$ cat src/rtl/eda_regional_max_pkg.sv
// rtl/eda_regional_max_pkg.sv - shared constants, slot offset tables and FSM type for the window evaluator
//
// Purpose: window geometry (WIN slots, raster order over (di,dj) in {-1,0,1}^2,
//          slot 4 is the centre), the corner-slot mask used by the 4-connectivity
//          build, and the evaluator state type.
// Ports:   none (package).
package eda_regional_max_pkg;

  localparam int WIN         = 9;
  localparam int CENTER_SLOT = 4;
  localparam int SLOT_W      = 4;

  // Row / column offsets of slot k = (di+1)*3 + (dj+1).
  localparam int DI [WIN] = '{-1, -1, -1, 0, 0, 0, 1, 1, 1};
  localparam int DJ [WIN] = '{-1, 0, 1, -1, 0, 1, -1, 0, 1};

  // Diagonal neighbours, dropped when only 4-connectivity is evaluated.
  localparam logic [WIN-1:0] CORNER_MASK = 9'b101000101;

  typedef enum logic [2:0] {
    IDLE,
    FETCH,
    WAIT,
    EVAL,
    RESULT
  } rmax_win_state_t;

endpackage

$ cat src/rtl/eda_regional_max_window_if.sv
// rtl/eda_regional_max_window_if.sv - request, image-RAM read and result bundle of the window evaluator
//
// Purpose: groups the evaluator's request, RAM read port and result handshake.
// Signals: start, center_i, center_j  request (sampled in IDLE)
//          busy                        evaluator not in IDLE
//          rd_en, rd_addr, rd_data     image RAM read, data one cycle after rd_en
//          res_valid, res_ready        result handshake
//          gt_mask, eq_mask, is_max, plateau  result payload
// Modports: master = evaluator side, slave = requester / RAM / result consumer side.
interface eda_regional_max_window_if #(
  parameter int M           = 6,
  parameter int N           = 6,
  parameter int PIXEL_WIDTH = 8,
  parameter int I_WIDTH     = $clog2(M),
  parameter int J_WIDTH     = $clog2(N),
  parameter int ADDR_WIDTH  = I_WIDTH + J_WIDTH
);

  logic                   start;
  logic [I_WIDTH-1:0]     center_i;
  logic [J_WIDTH-1:0]     center_j;
  logic                   busy;
  logic                   rd_en;
  logic [ADDR_WIDTH-1:0]  rd_addr;
  logic [PIXEL_WIDTH-1:0] rd_data;
  logic                   res_valid;
  logic                   res_ready;
  logic [8:0]             gt_mask;
  logic [8:0]             eq_mask;
  logic                   is_max;
  logic                   plateau;

  modport master (
    input  start, center_i, center_j, rd_data, res_ready,
    output busy, rd_en, rd_addr, res_valid, gt_mask, eq_mask, is_max, plateau
  );

  modport slave (
    output start, center_i, center_j, rd_data, res_ready,
    input  busy, rd_en, rd_addr, res_valid, gt_mask, eq_mask, is_max, plateau
  );

endinterface

$ cat src/rtl/eda_window_addr_gen.sv
// rtl/eda_window_addr_gen.sv - combinational (ci,cj,k) to {i,j} address and in-bounds decode
//
// Purpose: maps a window slot to its image address and decides whether the
//          slot is read. Build option EDA_RMAX_CONN8_EN: defined evaluates all
//          8 neighbours; undefined treats corner slots as out-of-bounds.
// Ports:   ci, cj     centre row / column
//          k          slot index 0..8
//          addr       {row, col} of the slot (meaningful only when in_bounds)
//          in_bounds  slot lies inside the image and is enabled by connectivity
module eda_window_addr_gen
  import eda_regional_max_pkg::*;
#(
  parameter int M       = 6,
  parameter int N       = 6,
  parameter int I_WIDTH = $clog2(M),
  parameter int J_WIDTH = $clog2(N)
) (
  input  logic [I_WIDTH-1:0]         ci,
  input  logic [J_WIDTH-1:0]         cj,
  input  logic [SLOT_W-1:0]          k,
  output logic [I_WIDTH+J_WIDTH-1:0] addr,
  output logic                       in_bounds
);

  localparam logic [I_WIDTH-1:0] ROW_LAST = I_WIDTH'(M - 1);
  localparam logic [J_WIDTH-1:0] COL_LAST = J_WIDTH'(N - 1);

  // One extra bit so that centre-1 at the top/left edge goes negative instead of wrapping.
  logic signed [I_WIDTH:0] row;
  logic signed [J_WIDTH:0] col;
  logic                    conn_ok;

`ifdef EDA_RMAX_CONN8_EN
  assign conn_ok = 1'b1;
`else
  assign conn_ok = !CORNER_MASK[k];
`endif

  always_comb begin
    row       = $signed({1'b0, ci}) + $signed((I_WIDTH+1)'(DI[k]));
    col       = $signed({1'b0, cj}) + $signed((J_WIDTH+1)'(DJ[k]));
    // Sign bit set means row/col -1; the magnitude compare catches M / N.
    in_bounds = !row[I_WIDTH] && (row[I_WIDTH-1:0] <= ROW_LAST) &&
                !col[J_WIDTH] && (col[J_WIDTH-1:0] <= COL_LAST) && conn_ok;
    addr      = {row[I_WIDTH-1:0], col[J_WIDTH-1:0]};
  end

endmodule

$ cat src/rtl/eda_regional_max_window.sv
// rtl/eda_regional_max_window.sv - sequential 3x3 neighbourhood evaluator for the regional-max engine
//
// Purpose: on start, reads the centre and its neighbours from the image RAM
//          (one slot per FETCH cycle), compares them against the centre and
//          presents gt/eq masks plus is_max/plateau until accepted.
//          Build option EDA_RMAX_CONN8_EN selects 8-connectivity (default 4).
// Ports:   clk    rising-edge clock
//          reset  synchronous active-high reset
//          clear  synchronous abort to IDLE, drops any pending result
//          bus    eda_regional_max_window_if.master (request, RAM read, result)
module eda_regional_max_window
  import eda_regional_max_pkg::*;
#(
  parameter int M           = 6,
  parameter int N           = 6,
  parameter int PIXEL_WIDTH = 8
) (
  input logic                       clk,
  input logic                       reset,
  input logic                       clear,
  eda_regional_max_window_if.master bus
);

  localparam int I_WIDTH    = $clog2(M);
  localparam int J_WIDTH    = $clog2(N);
  localparam int ADDR_WIDTH = I_WIDTH + J_WIDTH;
  localparam logic [SLOT_W-1:0] LAST_SLOT = SLOT_W'(WIN - 1);

  rmax_win_state_t        state;
  logic [SLOT_W-1:0]      slot;
  logic [I_WIDTH-1:0]     ci_q;
  logic [J_WIDTH-1:0]     cj_q;
  logic [WIN-1:0]         inb_q;
  logic                   cap_en;
  logic [SLOT_W-1:0]      cap_slot;
  logic [PIXEL_WIDTH-1:0] pix [WIN];

  logic [I_WIDTH-1:0]     gen_ci;
  logic [J_WIDTH-1:0]     gen_cj;
  logic [SLOT_W-1:0]      gen_k;
  logic [ADDR_WIDTH-1:0]  gen_addr;
  logic                   gen_inb;
  logic [WIN-1:0]         gt_next;
  logic [WIN-1:0]         eq_next;

  // The read strobe is registered, so the address generator looks one slot
  // ahead: in IDLE it decodes slot 0 from the live request inputs.
  always_comb begin
    gen_ci = ci_q;
    gen_cj = cj_q;
    gen_k  = '0;
    if (state == IDLE) begin
      gen_ci = bus.center_i;
      gen_cj = bus.center_j;
    end else if (state == FETCH && slot != LAST_SLOT) begin
      gen_k = slot + SLOT_W'(1);
    end
  end

  eda_window_addr_gen #(
    .M       (M),
    .N       (N),
    .I_WIDTH (I_WIDTH),
    .J_WIDTH (J_WIDTH)
  ) u_addr_gen (
    .ci        (gen_ci),
    .cj        (gen_cj),
    .k         (gen_k),
    .addr      (gen_addr),
    .in_bounds (gen_inb)
  );

  // Slots never read keep stale pixels; inb_q masks them out of the compare.
  always_comb begin
    gt_next = '0;
    eq_next = '0;
    for (int k = 0; k < WIN; k++) begin
      if (k != CENTER_SLOT && inb_q[k]) begin
        gt_next[k] = pix[k] > pix[CENTER_SLOT];
        eq_next[k] = pix[k] == pix[CENTER_SLOT];
      end
    end
  end

  always_ff @(posedge clk) begin
    // clear has the same effect as reset, so a single branch serves both.
    if (reset || clear) begin
      state         <= IDLE;
      slot          <= '0;
      ci_q          <= '0;
      cj_q          <= '0;
      inb_q         <= '0;
      cap_en        <= 1'b0;
      cap_slot      <= '0;
      bus.busy      <= 1'b0;
      bus.rd_en     <= 1'b0;
      bus.rd_addr   <= '0;
      bus.res_valid <= 1'b0;
      bus.gt_mask   <= '0;
      bus.eq_mask   <= '0;
      bus.is_max    <= 1'b0;
      bus.plateau   <= 1'b0;
    end else begin
      // RAM data returns one cycle after the strobe; remember which slot it belongs to.
      cap_en   <= bus.rd_en;
      cap_slot <= slot;
      if (cap_en) begin
        pix[cap_slot] <= bus.rd_data;
      end

      case (state)
        IDLE: begin
          bus.rd_en <= 1'b0;
          if (bus.start) begin
            ci_q        <= bus.center_i;
            cj_q        <= bus.center_j;
            slot        <= '0;
            inb_q[0]    <= gen_inb;
            bus.rd_en   <= gen_inb;
            bus.rd_addr <= gen_addr;
            bus.busy    <= 1'b1;
            state       <= FETCH;
          end
        end
        FETCH: begin
          if (slot == LAST_SLOT) begin
            bus.rd_en <= 1'b0;
            state     <= WAIT;
          end else begin
            slot         <= gen_k;
            inb_q[gen_k] <= gen_inb;
            bus.rd_en    <= gen_inb;
            bus.rd_addr  <= gen_addr;
          end
        end
        WAIT: begin
          state <= EVAL;
        end
        EVAL: begin
          bus.gt_mask   <= gt_next;
          bus.eq_mask   <= eq_next;
          bus.is_max    <= (gt_next == '0);
          bus.plateau   <= (gt_next == '0) && (eq_next != '0);
          bus.res_valid <= 1'b1;
          state         <= RESULT;
        end
        RESULT: begin
          if (bus.res_ready) begin
            bus.res_valid <= 1'b0;
            bus.busy      <= 1'b0;
            state         <= IDLE;
          end
        end
        default: begin
          state <= IDLE;
        end
      endcase
    end
  end

endmodule

$ cat src/flat_wrapper.sv
// flat-port wrapper written by rule: the top's interface ports become plain ports
module eda_regional_max_window_flat import eda_regional_max_pkg::*;
#(
  parameter int M           = 6,
  parameter int N           = 6,
  parameter int PIXEL_WIDTH = 8
)
  (clk, reset, clear, bus_start, bus_center_i, bus_center_j, bus_rd_data, bus_res_ready, bus_busy, bus_rd_en, bus_rd_addr, bus_res_valid, bus_gt_mask, bus_eq_mask, bus_is_max, bus_plateau);
  eda_regional_max_window_if #(.M(M), .N(N), .PIXEL_WIDTH(PIXEL_WIDTH)) bus_i ();
  input logic clk;
  input logic reset;
  input logic clear;
  input wire logic [$bits(bus_i.start)-1:0] bus_start;
  input wire logic [$bits(bus_i.center_i)-1:0] bus_center_i;
  input wire logic [$bits(bus_i.center_j)-1:0] bus_center_j;
  input wire logic [$bits(bus_i.rd_data)-1:0] bus_rd_data;
  input wire logic [$bits(bus_i.res_ready)-1:0] bus_res_ready;
  output wire logic [$bits(bus_i.busy)-1:0] bus_busy;
  output wire logic [$bits(bus_i.rd_en)-1:0] bus_rd_en;
  output wire logic [$bits(bus_i.rd_addr)-1:0] bus_rd_addr;
  output wire logic [$bits(bus_i.res_valid)-1:0] bus_res_valid;
  output wire logic [$bits(bus_i.gt_mask)-1:0] bus_gt_mask;
  output wire logic [$bits(bus_i.eq_mask)-1:0] bus_eq_mask;
  output wire logic [$bits(bus_i.is_max)-1:0] bus_is_max;
  output wire logic [$bits(bus_i.plateau)-1:0] bus_plateau;
  assign bus_i.start = bus_start;
  assign bus_i.center_i = bus_center_i;
  assign bus_i.center_j = bus_center_j;
  assign bus_i.rd_data = bus_rd_data;
  assign bus_i.res_ready = bus_res_ready;
  assign bus_busy = bus_i.busy;
  assign bus_rd_en = bus_i.rd_en;
  assign bus_rd_addr = bus_i.rd_addr;
  assign bus_res_valid = bus_i.res_valid;
  assign bus_gt_mask = bus_i.gt_mask;
  assign bus_eq_mask = bus_i.eq_mask;
  assign bus_is_max = bus_i.is_max;
  assign bus_plateau = bus_i.plateau;
  eda_regional_max_window #(.M(M), .N(N), .PIXEL_WIDTH(PIXEL_WIDTH)) u_core (.clk(clk), .reset(reset), .clear(clear), .bus(bus_i));
endmodule
$ cat config.mk
export PLATFORM = sky130hd
export DESIGN_NAME = eda_regional_max_window_flat
export DESIGN_NICKNAME = d
export VERILOG_FILES = /design/src/rtl/eda_regional_max_pkg.sv /design/src/rtl/eda_regional_max_window_if.sv /design/src/rtl/eda_window_addr_gen.sv /design/src/rtl/eda_regional_max_window.sv /design/src/flat_wrapper.sv
export SDC_FILE = /design/constraint.sdc
export NUM_CORES = 1
export LEC_CHECK = 0
export ABC_CLOCK_PERIOD_IN_PS = 4100
export BUFFER_PORTS_ARGS = -buffer_cell sky130_fd_sc_hd__buf_4
export CORE_MARGIN = 4
export CORE_UTILIZATION = 35
export DETAILED_ROUTE_END_ITERATION = 16
export SLEW_MARGIN = 20
export SYNTH_ARGS = -nofsm -noshare
export SYNTH_HDL_FRONTEND = slang
export SYNTH_SLANG_ARGS = --single-unit
$ cat constraint.sdc
create_clock -name clk -period 4.1 [get_ports clk]
set_clock_uncertainty 0.05 [all_clocks]
set_input_delay 0.82 -clock clk [delete_from_list [all_inputs] [get_ports clk]]
set_output_delay 0.82 -clock clk [all_outputs]
set_load 0.01 [all_outputs]
[Yosys cells after proc, flatten, opt, wreduce, memory -nomap -nowiden]
Memories as Yosys holds them, arrays and structs flattened.
Cells that the tools add are included.
Storage, ports and cells
  memories kept: 4
  memory bits (writable): 72
  bits in read-only memories: 1040
  bits in registers: 54
  logic and storage cells: 130
Operators by class
  bitwise gates (word level): 2
  magnitude comparators: 13
  add/sub/neg operators: 3
  muxes and demuxes: 51
  reductions and logical operators: 23
  eq/ne operators: 18
Memories
  (no name shown): words 16, width 32, rd ports 1, clocked after memory_dff 0, write ports 0, RTL line eda_window_addr_gen.sv:41  | col = $signed({1'b0, cj}) + $signed((J_WIDTH+1)'(DJ[k]));
  (no name shown): words 16, width 32, rd ports 1, clocked after memory_dff 0, write ports 0, RTL line eda_window_addr_gen.sv:40  | row = $signed({1'b0, ci}) + $signed((I_WIDTH+1)'(DI[k]));
  u_core.pix: words 9, width 8, rd ports 9, clocked after memory_dff 0, write ports 1, RTL line eda_regional_max_window.sv:36  | logic [PIXEL_WIDTH-1:0] pix [WIN];
  (no name shown): words 16, width 1, rd ports 1, clocked after memory_dff 0, write ports 0, RTL line eda_window_addr_gen.sv:36  | assign conn_ok = !CORNER_MASK[k];
Operators by type and width (number)
  $eq A8 B8 Y1: 8
  $gt A8 B8 Y1: 8
  $mux W4: 8
  $mux W1: 27
  $mux W3: 5
  $pmux W3 S5: 1
  $mux W6: 2
  $pmux W6 S2: 1
  $bwmux W9: 1
  $logic_not A9 Y1: 1
  $reduce_and A3 Y1: 3
  $reduce_bool A9 Y1: 1
  $add A4 B4 Y4: 2
  $ne A2 B2 Y1 const B: 4
  $pmux W1 S2: 4
  $pmux W4 S2: 1
  $logic_and A1 B1 Y1: 7
  $eq A3 B2 Y1 const B: 2
  $le A3 B3 Y1 const B: 2
  $reduce_and A2 Y1: 3
  $reduce_bool A2 Y1: 3
  $ge A5 B5 Y1 const B: 1
  $lt A4 B5 Y1 const B: 1
  $not A4 Y5: 1
  other kinds (11): 13

[Longest topological paths before layout]
Gate-level depths: netlist of the first run.
  depth in word-level cells: 17
  depth in mapped cells: 16
  depth with buffers taken out: 16

[Hierarchy]
Synthesis of the first run repeated with hierarchy kept, for this count alone.
Second synthesis, totals
  cell total of the unflattened synthesis: 583
  area total of the unflattened synthesis: 6248.5 sq um
Modules (own cells, without submodules)
  eda_regional_max_window: cells each 544, instances 1, area each 5939.4 sq um, sequential area each 3223.1 sq um
  eda_window_addr_gen: cells each 39, instances 1, area each 309.0 sq um, sequential area each 0.0 sq um

[Least setup slack after synthesis of the first run]
Ideal clock, no wire load.
  path type: register -> register
  start: register u_core.slot[0]
  end: register u_core.inb_q[1]
  path slack: 0.766 ns
  arrival: 3.215 ns
  path buffers: 0
  stages on the path, launching flop included: 17
  library setup time: 0.069 ns
  path through: dfxtp_1 -> inv_1 -> ha_1 -> nand2_1 -> o21ai_1 -> nor2_1 -> ha_1 -> a22oi_1 -> ha_1 -> inv_1 -> fa_1 -> xor2_1 -> o21ai_0 -> nor3_1 -> o211ai_1 -> a2111o_1 -> o21ai_1
Between the ends
  longest elaborated chain between the ends: 15
  elaborated cells between the ends (all ways): 34
  those cells by class: add/sub: 3; order compare: 4; eq/ne: 2; mux: 10; bitwise: 2; reduce/logical: 10; memory: 3
Ends and longest elaborated chain
  from (decl): RTL line eda_regional_max_window.sv:30  | logic [SLOT_W-1:0] slot;
  from (signal assigned): RTL line eda_regional_max_window.sv:130  | slot <= gen_k;
  parallel branches: the longest is 15 deep, another holds $mem_v2 Z16 W32
  to (signal, indexed assignment): RTL line eda_regional_max_window.sv:131  | inb_q[gen_k] <= gen_inb;
  to (decl): RTL line eda_regional_max_window.sv:33  | logic [WIN-1:0] inb_q;
Parallel ways; which one is timed is not known. The select of a mux whose other input is x is not followed.
A chain may end at the register's enable or synchronous reset.

[Worst setup path after layout of the first run]
  start: register u_core.state[0]
  end: register u_core.inb_q[0]
Between the ends
  longest elaborated chain between the ends: 17
  elaborated cells between the ends (all ways): 40
  those cells by class: add/sub: 2; order compare: 4; eq/ne: 3; mux: 15; bitwise: 1; reduce/logical: 12; memory: 3
Ends and longest elaborated chain
  from (decl): RTL line eda_regional_max_window.sv:29  | rmax_win_state_t state;
  from (signal assigned): RTL line eda_regional_max_window.sv:88  | state <= IDLE;
  from (signal assigned): RTL line eda_regional_max_window.sv:122  | state <= FETCH;
  from (signal assigned): RTL line eda_regional_max_window.sv:128  | state <= WAIT;
  $eq A3 B1 Y1: RTL line eda_regional_max_window.sv:55, eda_regional_max_window.sv:111
  $logic_and A1 B1 Y1: RTL line eda_regional_max_window.sv:55  | end else if (state == FETCH && slot != LAST_SLOT) begin
  $mux W4: RTL line eda_regional_max_window.sv:55
  $mux W4: RTL line eda_regional_max_window.sv:52  | if (state == IDLE) begin
  $not A4 Y5 (not written as such): RTL line eda_window_addr_gen.sv:40, eda_window_addr_gen.sv:41
  $mem_v2 Z16 W32
  $mux W4 (not written as such) (2 in series): RTL line eda_window_addr_gen.sv:40
  $add A4 B4 Y4: RTL line eda_window_addr_gen.sv:40
  $le A3 B3 Y1 or $logic_not A1 Y1 (tied branches): RTL line eda_window_addr_gen.sv:43  | in_bounds = !row[I_WIDTH] && (row[I_WIDTH-1:0] <= ROW_LAST) &&
  $logic_and A1 B1 Y1 (2 in series): RTL line eda_window_addr_gen.sv:43
  $logic_and A1 B1 Y1 (2 in series): RTL line eda_window_addr_gen.sv:44  | !col[J_WIDTH] && (col[J_WIDTH-1:0] <= COL_LAST) && conn_ok;
  $bwmux W9: RTL line eda_regional_max_window.sv:131
  $mux W1: RTL line eda_regional_max_window.sv:126  | if (slot == LAST_SLOT) begin
  $pmux W1 S2: RTL line eda_regional_max_window.sv:111  | case (state)
  to (signal assigned): RTL line eda_regional_max_window.sv:118  | inb_q[0] <= gen_inb;
  to (signal, indexed assignment): RTL line eda_regional_max_window.sv:131
Parallel ways exist; a longest one is shown, timed or not. The select of a mux whose other input is x is not followed.

==> out/metrics.cfg, run 1 <==
[power]
p_leak_nw=2.95
switching_share_pct=20.7
irDropWorstVdd_uv=291
p_int_mw=2.45
p_sw_mw=0.642
clock_power_share_pct=52.1
p_per_area_mw_per_mm2=418
combPwrFrac_pct=4.6
seq_power_share_pct=43.3

[yosys]
synth_area_leaders=edfxtp_1 (35%), dfxtp_1 (17%), ha_1 (15%)
synth_top_cell_by_area=edfxtp_1
synth_cell_types=52
syn_inst=585
async_reset_ff_share_pct=0
synth_seq_area_share_pct=52.2
synthMostInstantiatedCell=nand2_1
synth-seq-cells=125
yosys_warnings=0
yosys.area.top_type_share_pct=35.0
synth_area_mm2=0.00618
synth_common_cells=nand2_1 (77), ha_1 (76), edfxtp_1 (72)
synth_edf_count=72
avgSynthCellArea_um2=10.6
synth_ff_type=edfxtp_1

[finish]
nFillCells=1634
finalInstanceArea_mm2=0.00741
multi_input_area_mm2=0.00279
utilization_pct=42.8
syn_to_final_growth_pct=19.9
drive_gt1_share_pct=14.1
nets=734
diodes=0
seqCellArea_mm2=0.00322

[critical_path]
cp_max_fo=9
worst_setup_path_start_kind=register
crit_required_ns=4.39
endpoint_kind=register
cp_data_arrival_time_ns=4.02
critical_path_class=reg2reg

[grt]
antenna_found_initial=0
grt_max_degree=38
grt_overflow=0
grtUsageTotal_pct=15.5
grt_pass1_vias=4524
grt_pass1_wl_mm=23.6

[sta]
slew_headroom_pct=34.2
rsz0062_at_grt=false
setup_tns_ns=0
fmax_mhz=268
hold_viol=0
period_minus_slack_ns=3.73
min_period_over_period_pct=91.1
drv_slew=0
worstMarginPinSlew_ns=0.962
hold_ws_ns=0.406
setup_violations=0

[floorplanning]
floorplan.rows=48
start_util_pct=35.7
die_h_um=141
coreArea_mm2=0.0173
die_area_mm2=0.0198
die_w_um=141
ioPinCount=48

[drt]
drt-initial-drc-count=266
drt-vias-per-instance=5.08
drt_wl_total_mm=14.7
ant_nets=0
drt_first_pass_iters=4
remaining_drc_errors=0
wl_per_cell_um=16.8
vias=4450

[run_status]
status=finished, final reports clean

[clocking]
clk_latency_ns=0.42
path_clk_slew_ns=0.06
root_buffer=clkbuf_16
numCtsBuffers=17
post_cts_buffers=0
cts_buffer_depth=2
tritoncts_num_sinks=125
htree_levels=4
cts_tree=done

[placement]
place_congestion=0.850
dp_hpwl_mm=10.9
placed_area_mm2=0.00675
port_buffers=45

[min_path]
holdCritPathClass=reg2reg

[run]
maxCapViolCount=0

## per-stage QoR
stage | std cells | power (mW) | setup slack [ns]
floorplan | 586 | 1.46 | 0.766
global placement | 844 | 1.51 | 0.368
detailed placement | 844 | 1.51 | 0.186
CTS | 876 | 3.13 | 0.154
global route | 876 | 3.19 | 0.00756
finish | 876 | 3.10 | 0.366
## path summary, 6_finish.rpt
check             slack [ns]  depth (start not counted)                                from                                  to
hold reg to reg         0.41                          2  u_core.bus.rd_addr[3]$_SDFFE_PP0P_  u_core.bus.rd_addr[3]$_SDFFE_PP0P_
setup reg to reg        0.37                         14        u_core.state[0]$_SDFFE_PP0P_        u_core.inb_q[0]$_SDFFE_PP0P_
hold / removal          0.41                          2  u_core.bus.rd_addr[3]$_SDFFE_PP0P_  u_core.bus.rd_addr[3]$_SDFFE_PP0P_
setup / recovery        0.37                         14        u_core.state[0]$_SDFFE_PP0P_        u_core.inb_q[0]$_SDFFE_PP0P_
## timing repair
item	4_1_cts	5_1_grt
hold buffers	0	0
endpoints found under the setup margin	0	7
resized for setup	0	1
## registers in the layout, indices dropped and copies added, names as in the netlist
name and cells:
u_core.bus.rd_en 1, u_core.bus.plateau 1, u_core.bus.rd_addr 6, u_core.ci_q 3, u_core.bus.eq_mask 8, u_core.cap_en 1
u_core.bus.busy 1, u_core.bus.is_max 1, u_core.bus.res_valid 1, u_core.cj_q 3, u_core.inb_q 8, u_core.pix 72
u_core.bus.gt_mask 8, u_core.slot 4, u_core.state 3, u_core.cap_slot 4
## power by group through the flow
stage	Combinational (mW)	Sequential (mW)	Clock, mW
final	0.143	1.34	1.61
after global placement	0.140	1.37	0
after global routing	0.165	1.34	1.69
after floorplan	0.0905	1.37	0
after detailed placement	0.144	1.37	0
after CTS	0.145	1.34	1.64
## cells by family after synthesis
group	count (synthesis)	share of synthesized area [%]
simple gates	207	15.4
flops	125	52.2
compound gates	122	11.7
fa+ha+maj	77	15.7
buf+inv	41	2.79
xor+xnor	6	1.15
mux	6	0.992
other cells	1	0.0607
## per-layer routing
layer	global-route usage [%]	vias up	share of wire [%]
met3	3.22	27	3.9
li1	-	2211	-
met5	0	-	0
met4	7.65	0	2.9
met1	18.7	2125	44
met2	26.4	87	50
## critical path, cell delays in order, from the launching register on
cell	delay (ns)
dfxtp_1	0.49
nor3b_4	0.30
o21a_2	0.28
nand2_1	0.15
ha_1	0.34
a22oi_1	0.18
ha_1	0.19
inv_1	0.05
fa_1	0.37
xor2_1	0.20
o21ai_0	0.10
nor3_1	0.17
o211ai_1	0.13
a2111o_1	0.49
o21ai_1	0.17
## final cells by class
type / count / share of cell area [%]
sequential: 125 / 43.5
multi-input combinational: 420 / 37.7
clock buffer: 23 / 7.46
timing repair buffer: 49 / 4.97
tap: 225 / 3.80
clock inverter: 9 / 1.32
inverter: 25 / 1.27
## placed cells by master (no fill, tap or decap), types with 8 or more instances in the layout
| cell | instances |
|---|---|
| inv_1 | 25 |
| nand3_1 | 8 |
| ha_1 | 76 |
| a21oi_1 | 59 |
| a21o_1 | 8 |
| clkbuf_16 | 21 |
| edfxtp_1 | 72 |
| buf_4 | 49 |
| dfxtp_1 | 53 |
| o21ai_0 | 23 |
| nor3_1 | 8 |
| nor2b_1 | 12 |
| nand4_1 | 19 |
| nor2_1 | 62 |
| nand2_1 | 77 |
Note: power is estimated with default switching activity, not from simulation.
==> inputs of run 2 (changes only) <==
CORE_ASPECT_RATIO = 1.1   (was not set)
CORE_UTILIZATION = 46   (was 35)
==> out/metrics.cfg, run 2 (synthesis gave the netlist of run 1 again) <==
[clocking]
cts_tree=done
root_buffer=clkbuf_16
clk_latency_ns=0.41
cts_buffer_depth=2
cts_resized=0
ctsHoldBuffers=0
post_cts_buffers=0
tritoncts_num_sinks=125
numCtsBuffers=17
path_clk_slew_ns=0.05
htree_levels=4

[power]
total_power_mw=2.79
p_leak_nw=2.92
p_per_area_mw_per_mm2=385
irDropWorstVdd_uv=168

[grt]
antenna_found_initial=0
grt_max_degree=38
grt_overflow=0
grt_pass1_vias=4518
grtUsageTotal_pct=19.3
grt_pass1_wl_mm=22.7

[floorplanning]
floorplan.rows=44
die_h_um=130
ioPinCount=48
coreArea_mm2=0.0132
die_area_mm2=0.0154
die_w_um=119
start_util_pct=47.0

[sta]
hold_viol=0
worstMarginPinSlew_ns=0.891
rsz0062_at_grt=false
setup_violations=0
setup_tns_ns=0
period_minus_slack_ns=3.71
slew_headroom_pct=39.1
hold_ws_ns=0.406
min_period_over_period_pct=90.6
drv_slew=0
fmax_mhz=269

[critical_path]
cp_data_arrival_time_ns=4.00
worst_setup_path_start_kind=register
slowest_stage=dfxtp_1
crit_required_ns=4.38
cp_max_fo=9
crit_path_frequent_cell=ha_1
path_cells=nor3b_4, o21a_2, nand2_1, ha_1, a22oi_1, ha_1, inv_1, fa_1, xor2_1, o21ai_0, nor3_1, o211ai_1, a2111o_1, o21ai_1
critical_path_class=reg2reg
endpoint_kind=register
critPathMaxStageDelay_ns=0.48

[finish]
syn_to_final_growth_pct=17.3
diodes=0
nFillCells=1171
final_common_cell=nand2_1
drive_gt1_share_pct=14.0
largest_reg_flops=72
top_register=u_core.pix
final_cell_mix=nand2_1 (77), ha_1 (76), edfxtp_1 (72), nor2_1 (62), a21oi_1 (59)
nets=741

[drt]
vias=4484
drt-initial-drc-count=222
drt_wl_total_mm=14.3
drt_first_pass_iters=4
wl_per_cell_um=17.5
drt-vias-per-instance=5.47
ant_nets=0
remaining_drc_errors=0

[run_status]
status=finished, final reports clean

[run]
maxCapViolCount=0

[placement]
place_congestion=0.806
port_buffers=45
dp_hpwl_mm=10.7

[min_path]
holdCritPathClass=reg2reg

-- run 2: cell types whose count changed in the layout (fill, tap and decap cells not counted) --
cell and change:
clkinvlp_4 -2, bufinv_16 -2, clkbuf_1 +9, buf_4 +7, clkbuf_16 -4, clkbuf_8 +1, clkinv_1 -2
-- run 2: stage by stage --
step                instances  instance area (um2)  worst slack (ns)  utilization [%]
finish                    819                 7250             0.387             55.1
global route              819                 7250            0.0832             55.1
floorplan                 586                 6180             0.766                -
global placement          787                 6730             0.416             51.1
CTS                       819                 7240             0.234             55.0
detailed placement        787                 6730             0.247             51.1
-- run 2: area by class of cell --
type                            instances  area [um2]  area share (%)
Clock buffer                           29         500            6.91
Clock inverter                          3        15.0           0.207
Inverter                               25        93.8            1.30
Multi-Input combinational cell        420        2790            38.5
Sequential cell                       125        3220            44.5
Tap cell                              161         201            2.78
Timing Repair Buffer                   56         420            5.80
-- run 2: final timing paths --
path                                     start                           end  slack [ns]  cells past startpoint
setup / recovery  u_core.state[0]$_SDFFE_PP0P_  u_core.inb_q[2]$_SDFFE_PP0P_        0.39                     14
hold / removal     u_core.ci_q[1]$_SDFFE_PP0P_   u_core.ci_q[1]$_SDFFE_PP0P_        0.41                      2
setup reg to reg  u_core.state[0]$_SDFFE_PP0P_  u_core.inb_q[2]$_SDFFE_PP0P_        0.39                     14
hold reg to reg    u_core.ci_q[1]$_SDFFE_PP0P_   u_core.ci_q[1]$_SDFFE_PP0P_        0.41                      2
-- run 2: power by group --
part | internal, mW | switching (mW) | leakage (nW)
sequential | 1.33 | 0.00756 | 1.08
clock | 0.817 | 0.488 | 0.253
combinational | 0.0554 | 0.0898 | 1.59
-- run 2: worst max-delay path: cells and delay by family (launching register included) --
family / cells / cell delay, ns
AOI/OAI and AO/OA: 6 / 1.32
xor gates and xnor gates: 1 / 0.20
adders and majority gates: 3 / 0.91
buffers and inverters: 1 / 0.05
DFF: 1 / 0.48
and+or+nand+nor: 3 / 0.60
-- run 2: layer usage --
layer	up-vias	part of all wire (%)	track usage [%]
met5	-	0	0
met4	0	1.7	7.16
met3	20	3.6	3.84
met2	88	53	35.6
met1	2158	42	22.2
li1	2218	-	-
==> inputs of run 3 (changes only) <==
ABC_CLOCK_PERIOD_IN_PS = 4500   (was 4100)
clock period = 4.5 ns   (was 4.1 ns; I/O delays follow)
==> out/metrics.cfg, run 3 (synthesis gave the netlist of run 1 again) <==
[drt]
remaining_drc_errors=0
ant_nets=0
drt_wl_total_mm=14.2
drt-vias-per-instance=5.42
wl_per_cell_um=17.4
drt-initial-drc-count=269
vias=4399
drt_first_pass_iters=4

[critical_path]
r2r_cells=16
endpoint_kind=register
cp_max_fo=8
critical_path_class=reg2reg
reg2reg_slack_ns=0.60
r2r-end=u_core.inb_q[1]$_SDFFE_PP0P_
worst_setup_path_start_kind=register
crit_required_ns=4.79
timing.rr.start=u_core.slot[0]$_SDFFE_PP0P_
cp_data_arrival_time_ns=4.19

[finish]
finalInstanceArea_mm2=0.00725
syn_to_final_growth_pct=17.3
diodes=0
final_cell_mix=nand2_1 (77), ha_1 (76), edfxtp_1 (72), nor2_1 (62), a21oi_1 (59)
top_register=u_core.pix
drive_gt1_share_pct=13.8
final_common_cell=nand2_1
nFillCells=1138
nets=734
largest_reg_flops=72
utilization_pct=55.1
instances_no_fill=812

[floorplanning]
die_w_um=119
start_util_pct=47.0
coreArea_mm2=0.0132
die_h_um=130
die_area_mm2=0.0154
floorplan.rows=44
ioPinCount=48

[placement]
place_congestion=0.920
placed_area_mm2=0.00667
dp_hpwl_mm=10.7
dp.cells=780
place_ws_ns=0.615
port_buffers=45

[grt]
grtUsageTotal_pct=19.5
grt_pass1_wl_mm=22.9
grt_pass1_vias=4485
grt_max_degree=38
antenna_found_initial=0
grt_overflow=0

[min_path]
min_from=u_core.ci_q[1]$_SDFFE_PP0P_
whs_endpoint=u_core.ci_q[1]$_SDFFE_PP0P_
hold_depth=2
holdCritPathClass=reg2reg

[clocking]
cts_buffer_depth=2
cts_resized=0
cts_tree=done
numCtsBuffers=17
clk_latency_ns=0.42
root_buffer=clkbuf_16
ctsHoldBuffers=0
path_clk_slew_ns=0.05
tritoncts_num_sinks=125
post_cts_buffers=0
htree_levels=4

[sta]
fmax_mhz=256
hold_ws_ns=0.407
hold_viol=0
setup_tns_ns=0
finalWorstSetupSlack_ns=0.601
rsz0062_at_grt=false
slew_headroom_pct=39.6
drv_slew=0
setup_violations=0
min_period_over_period_pct=86.6
period_minus_slack_ns=3.90
worstMarginPinSlew_ns=0.883

[power]
irDropWorstVdd_uv=246
total_power_mw=2.67
p_leak_nw=2.92
p_per_area_mw_per_mm2=368

[run_status]
status=finished, final reports clean

[run]
maxCapViolCount=0

-- run 3: cell count changes in the layout (fill, tap and decap cells not counted) --
cell,change
clkinv_2,+3
clkbuf_16,+1
o21ai_2,-1
o21ai_1,+1
buf_4,-7
clkbuf_1,-6
clkbuf_8,+1
bufinv_16,+1
-- run 3: worst max-delay path by stage --
| stage | cells after the start | endpoint | slack [ns] | startpoint |
|---|---|---|---|---|
| detailed placement | 16 | u_core.inb_q[1]$_SDFFE_PP0P_ | 0.61 | u_core.slot[0]$_SDFFE_PP0P_ |
| finish | 16 | u_core.inb_q[1]$_SDFFE_PP0P_ | 0.60 | u_core.slot[0]$_SDFFE_PP0P_ |
| CTS | 16 | u_core.inb_q[1]$_SDFFE_PP0P_ | 0.59 | u_core.slot[0]$_SDFFE_PP0P_ |
| global route | 16 | u_core.inb_q[3]$_SDFFE_PP0P_ | 0.25 | u_core.slot[0]$_SDFFE_PP0P_ |
| global placement | 16 | u_core.inb_q[3]$_SDFFE_PP0P_ | 0.84 | u_core.slot[0]$_SDFFE_PP0P_ |
| floorplan | 16 | u_core.inb_q[1]$_SDFFE_PP0P_ | 1.17 | u_core.slot[0]$_SDFFE_PP0P_ |
-- run 3: where the power goes --
part	internal, mW	leakage (nW)	total, mW	switching, mW
clock	0.845	0.292	1.32	0.472
combinational	0.0505	1.56	0.131	0.0810
sequential	1.22	1.08	1.22	0.00680
-- run 3: layout make-up --
type / count / area (um2) / share of cell area, %
clock buffer: 25 / 517 / 7.13
tap: 161 / 201 / 2.78
multi-input combinational: 420 / 2790 / 38.4
timing repair buffer: 49 / 368 / 5.07
inverter: 25 / 93.8 / 1.29
sequential: 125 / 3220 / 44.5
clock inverter: 7 / 60.1 / 0.828
-- run 3: per-layer routing --
layer  vias up  GRT usage (%)  wire, um
met3        29           4.10       431
met5         -              0         0
met1      2077           23.0      6210
met4         0           10.1       451
li1       2208              -         -
met2        85           34.0      7070
-- run 3: critical path, stage by stage (launching register included) --
cell      delay [ns]
dfxtp_1         0.34
inv_1           0.12
ha_1            0.15
nand2_1         0.07
o21ai_1         0.51
nor2_1          0.20
ha_1            0.35
a22oi_1         0.18
ha_1            0.19
inv_1           0.05
fa_1            0.38
xor2_1          0.19
o21ai_0         0.10
nor3_1          0.17
o211ai_1        0.13
a2111o_1        0.48
o21ai_1         0.16
